$ cat src/rtl/button_debouncer_array.sv
// Per-channel button debouncer: 2-flop synchronizer, stability-window filter, rise/fall pulses.
// Optional long-press pulse per channel, compiled in when LONG_PRESS_EN is defined.
module button_debouncer_array #(
   parameter int N_CH     = 4,
   parameter int CNT_MAX  = 240000,
   parameter int HOLD_MAX = 12000000
) (
   input  logic            clk,
   input  logic            rst_n,
   input  logic [N_CH-1:0] noisy,
   output logic [N_CH-1:0] clean,
   output logic [N_CH-1:0] rise,
   output logic [N_CH-1:0] fall,
   output logic [N_CH-1:0] long_press
);
   localparam int CW = ($clog2(CNT_MAX) < 1) ? 1 : $clog2(CNT_MAX);
   localparam logic [CW-1:0] CNT_LAST = CW'(CNT_MAX - 1);

   logic [N_CH-1:0] sync1_q, sync2_q;
   logic [N_CH-1:0] clean_q, clean_d;
   logic [N_CH-1:0] rise_q, rise_d;
   logic [N_CH-1:0] fall_q, fall_d;
   logic [CW-1:0]   cnt_q [N_CH];
   logic [CW-1:0]   cnt_d [N_CH];

   // The counter only runs while the synchronized input disagrees with the debounced level.
   always_comb begin
      clean_d = clean_q;
      rise_d  = '0;
      fall_d  = '0;
      for (int i = 0; i < N_CH; i++) begin
         cnt_d[i] = '0;
         if (sync2_q[i] != clean_q[i]) begin
            if (cnt_q[i] == CNT_LAST) begin
               clean_d[i] = sync2_q[i];
               rise_d[i]  = sync2_q[i];
               fall_d[i]  = ~sync2_q[i];
            end else begin
               cnt_d[i] = cnt_q[i] + CW'(1);
            end
         end
      end
   end

   always_ff @(posedge clk) begin
      if (!rst_n) begin
         sync1_q <= '0;
         sync2_q <= '0;
         clean_q <= '0;
         rise_q  <= '0;
         fall_q  <= '0;
         for (int i = 0; i < N_CH; i++) cnt_q[i] <= '0;
      end else begin
         sync1_q <= noisy;
         sync2_q <= sync1_q;
         clean_q <= clean_d;
         rise_q  <= rise_d;
         fall_q  <= fall_d;
         for (int i = 0; i < N_CH; i++) cnt_q[i] <= cnt_d[i];
      end
   end

   assign clean = clean_q;
   assign rise  = rise_q;
   assign fall  = fall_q;

`ifdef LONG_PRESS_EN
   localparam int HW = ($clog2(HOLD_MAX) < 1) ? 1 : $clog2(HOLD_MAX);
   localparam logic [HW-1:0] HOLD_LAST = HW'(HOLD_MAX - 1);

   logic [HW-1:0]   hold_q [N_CH];
   logic [HW-1:0]   hold_d [N_CH];
   logic [N_CH-1:0] fired_q, fired_d;
   logic [N_CH-1:0] long_press_q, long_press_d;

   // fired blocks repeat pulses until the button is released.
   always_comb begin
      fired_d      = fired_q;
      long_press_d = '0;
      for (int i = 0; i < N_CH; i++) begin
         hold_d[i] = hold_q[i];
         if (!clean_q[i]) begin
            hold_d[i]  = '0;
            fired_d[i] = 1'b0;
         end else if (!fired_q[i]) begin
            if (hold_q[i] == HOLD_LAST) begin
               long_press_d[i] = 1'b1;
               fired_d[i]      = 1'b1;
            end else begin
               hold_d[i] = hold_q[i] + HW'(1);
            end
         end
      end
   end

   always_ff @(posedge clk) begin
      if (!rst_n) begin
         fired_q      <= '0;
         long_press_q <= '0;
         for (int i = 0; i < N_CH; i++) hold_q[i] <= '0;
      end else begin
         fired_q      <= fired_d;
         long_press_q <= long_press_d;
         for (int i = 0; i < N_CH; i++) hold_q[i] <= hold_d[i];
      end
   end

   assign long_press = long_press_q;
`else
   // HOLD_MAX is referenced only to keep the parameter live; legal values give all zeros.
   assign long_press = {N_CH{HOLD_MAX < 2}};
`endif

endmodule

$ cat config.mk
export PLATFORM = sky130hd
export DESIGN_NAME = button_debouncer_array
export DESIGN_NICKNAME = d
export VERILOG_FILES = /design/src/rtl/button_debouncer_array.sv
export SDC_FILE = /design/constraint.sdc
export NUM_CORES = 1
export LEC_CHECK = 0
export CAP_MARGIN = 15
export CORE_UTILIZATION = 40
export CTS_CLUSTER_DIAMETER = 150
export DETAILED_ROUTE_END_ITERATION = 6
export SYNTH_ARGS = -nofsm -noshare
export SYNTH_HDL_FRONTEND = slang
export SYNTH_SLANG_ARGS = --single-unit
$ cat constraint.sdc
create_clock -name clk -period 4.9 [get_ports clk]
set_clock_uncertainty 0.15 [all_clocks]
set_input_delay 0.49 -clock clk [delete_from_list [all_inputs] [get_ports clk]]
set_output_delay 0.49 -clock clk [all_outputs]
set_load 0.005 [all_outputs]
# [Word level (Yosys, flattened, before mapping)]
# Memories as Yosys holds them, arrays and structs flattened.
# Cells that the tools add are included.
[classes] add_sub_neg=4 eq_ne=8 muxes=14 n_bitwise=8 reduce_logical=8
[ops] op="18-bit 2-to-1 mux" n=12
[ops] op="18-bit by 1-bit adder with 18-bit output, second input constant" n=4
[ops] op="18-bit == test, second input constant" n=4
[ops] op="3-bit AND reduction" n=4
[ops] op="2-bit AND reduction" n=4
[ops] op="1-bit != test" n=4
[ops] op="1-bit NOT" n=4
[ops] op="1-bit OR" n=4
[ops] op="1-bit 2-to-1 mux" n=2
[totals] regBits=20 ramBits=72 inputBits=6 out_inout_bits=16 wordCells=57 mem_count=1
[memory_table] name="cnt_q" words=4 width=18 read_ports=4 rd_ports_with_merged_regs=0 write_ports=4 line_no="23" source="logic [CW-1:0] cnt_q [N_CH];"

# [Longest topological paths before layout]
# An unclocked memory read counts as a cell.
[depth] ltp_word=5 depth_mapped=7 ltp_nobuf=5

# [Worst setup path before layout]
# OpenSTA, ideal clock, no wires.
[synth_timing] kind="flip-flop to flip-flop" from="memory cnt_q[1][0] (netlist bit)" to="memory cnt_q[1][11] (netlist bit)" setup_time_ns=0.117 arrival_ns=1.741 path_slack_ns=2.892 stages_incl_launch_ff=7 n_path_buf=1 path_cell_list="dfxtp_1 -> ha_1 -> nand4_1 -> or2_2 -> o211ai_2 -> buf_2 -> nor2_1"
[synth_rtl] item="start: declaration" line_no="23"

==> qor.yml <==
cts_tree: "yes"
portBuffers: 17
synthCells: 439
synth_area_leaders: "dfxtp_1 47%, xnor2_1 10%, nor2_1 7.3%"
setup_violations: 0
critPathRequiredTime_ns: 4.95
die_area_um2: 10300
async_flop_share: 0
power_mw: 1.27
syn2layout_area_growth_pct: 11.8
finalWeightedCongestion: 0.795
final_area_um2: 4410
cp_top_family: "simple AND/OR/NAND/NOR gates"
relSlewSlack: 0.499
slew_violations: 0
via_count: 2950
holdCritPathClass: "reg2reg"
grt_usage: 0.148
ys.warnings.count: 0
drc: 0
ant_nets: 0
die_y_um: 101
synth_cell_type_count: 44
max_stage_delay_ns: 0.63
initial_utilization: 0.419
ios: 22
grt_max_degree: 27
synth_edf_count: 0
fp.dieW_um: 101
period_needed_ns: 2.35
place_ws_ns: 2.54
clock-sinks: 92
grt_first_pass_wirelength_um: 12200
criticalPathCategory: "reg2reg"
antenna_cells: 0
hold_violations: 0
core_um2: 9420
status: "completed"
finalCritPeriodShare: 0.480
cts_setup_buffers: 0
p_per_area_nw_per_um2: 288
antenna_found_initial: 0
worstPathMaxFanout: 18
avgViaCountPerCell: 4.98
drv_cap: 0
multiInputGateArea_um2: 1970
crit_chain: "ha_1 -> nand4_1 -> or2_2 -> o211ai_2 -> nor2_1"
fin_util: 0.469
fillCellCount: 921
syn_avg_cell_area_um2: 8.99
rows: 35
cp_slowest_cell: "o211ai_2"
overflow: 0
regArea_um2: 1840
post_cts_resized: 0
clk_latency_ns: 0.35
rsz0062_at_grt: "no"
clkTransAtPathRegs_ns: 0.08
clk_path_buf_depth: 2
synth_seq_cells: 92
placement.cell_area_um2: 4220
setup_slack_ns: 2.55
synth_top_area_frac: 0.467
cp_data_arrival_time_ns: 2.40
worst_pin_slew_ns: 0.750
peakVddDrop_v: 0.000117
synth_top_area_cell: "dfxtp_1"
cp_num_buf_inv: 0
hpwl_um: 4760
first_iter_violations: 49
final_layout_size_suffix_gt1_frac: 0.0626
wl_per_cell_um: 11.7
fin_setup_tns_ns: 0
first_pass_iters: 4
nets: 469
wirelength_um: 6950
ys_seq_area_frac: 0.467
grt_pass1_vias: 2778
numCtsBuffers: 9
h-tree-depth: 3
ctsHoldBuffers: 0
root_buffer: "clkbuf_8"
netlist_area_um2: 3950
total_leakage_power_nw: 1.27
synth_ff_type: "dfxtp_1"
clock.fmax_mhz: 425
critPathLaunchType: "flop"
worstSetupEndpointType: "flop"
[synth_stat cells (all sizes together), types with 2 or more instances]
| library cell | instances |
|---|---|
| and4b | 2 |
| xor2 | 14 |
| o211ai | 2 |
| clkbuf | 6 |
| or2 | 5 |
| nor2b | 4 |
| and2 | 8 |
| nand3 | 30 |
| ha | 4 |
| and4 | 3 |
| nor3 | 16 |
| buf | 7 |
| o21ai | 5 |
| and3 | 6 |
| or4 | 4 |
| nand2 | 22 |
| or4b | 3 |
| xnor2 | 45 |
| nor2 | 77 |
| inv | 17 |
| dfxtp | 92 |
| or3 | 5 |
| mux2i | 4 |
| nor4 | 20 |
| nand4 | 18 |
| a21oi | 8 |
[per-layer routing]
metal	wire, um	share of wire	global-route usage	vias to the layer above
li1	-	-	-	1544
met5	0	0	0	-
met1	3340	0.48	0.177	1368
met2	3330	0.48	0.256	31
met3	209	0.030	0.0442	7
met4	76	0.011	0.0468	0
[placed cells by master, fill, tap and decap left out, types with 2 or more instances in the layout]
cell,Yosys,routed
or4_1,3,3
or3_1,4,4
inv_1,17,17
or2_2,5,5
nand4_1,17,17
conb_1,1,4
nand2_1,22,22
a21oi_1,8,8
clkbuf_8,0,9
o21ai_0,5,5
and4_1,3,3
xor2_1,14,14
nor4_1,20,20
buf_4,4,2
and4b_1,2,2
and3_1,6,6
dfxtp_1,92,92
clkdlybuf4s50_1,0,17
nor2b_1,4,4
xnor2_1,45,45
or4b_1,3,3
nand3_1,30,30
mux2i_1,4,4
ha_1,4,4
nor2_1,77,77
nor3_1,16,16
and2_1,8,8
clkinvlp_4,0,3
[flip-flops by register name (all words and copies together), names as in the netlist]
name     flops
rise         4
fall         4
sync1_q      4
cnt_q       72
clean        4
sync2_q      4
[cell families (layout without fill, tap and decap cells)]
| family | count (synthesis) | in the layout | share of synthesized area |
|---|---|---|---|
| buffers and inverters | 30 | 51 | 0.0364 |
| adders and majority gates | 4 | 4 | 0.0127 |
| DFF | 92 | 92 | 0.467 |
| other | 1 | 4 | 0.000950 |
| xor gates and xnor gates | 59 | 59 | 0.131 |
| muxes | 4 | 4 | 0.0101 |
| AOI/OAI and AO/OA | 20 | 20 | 0.0399 |
| and+or+nand+nor | 229 | 229 | 0.302 |
[worst paths after layout]
check / start / to / slack [ns] / cells after the start
worst min-delay path: sync1_q[1] / sync2_q[1] / 0.28 / 1
worst max register to register: cnt_q[1][0] / cnt_q[1][8] / 2.55 / 5
worst min register to register: sync1_q[1] / sync2_q[1] / 0.28 / 1
worst max-delay path: cnt_q[1][0] / cnt_q[1][8] / 2.55 / 5
[metrics by stage]
stage | hold slack (ns) | instances
5_1_grt | 0.280 | 592
6_report | 0.278 | 592
4_1_cts | 0.279 | 591
2_1_floorplan | 0.262 | 442
3_5_place_dp | 0.267 | 576
3_3_place_gp | 0.267 | 576
[final cells by class]
class / instances / area share
Multi-Input combinational cell: 320 / 0.447
Sequential cell: 92 / 0.417
Timing Repair Buffer: 19 / 0.0420
Tap cell: 129 / 0.0366
Clock buffer: 10 / 0.0289
Inverter: 17 / 0.0145
Clock inverter: 5 / 0.0139
[where the power goes]
part,switching (mW),internal (mW)
clock,0.261,0.235
sequential,0.00234,0.751
combinational,0.0117,0.00818
total,0.275,0.994
Note: power is estimated with default switching activity, not from simulation.
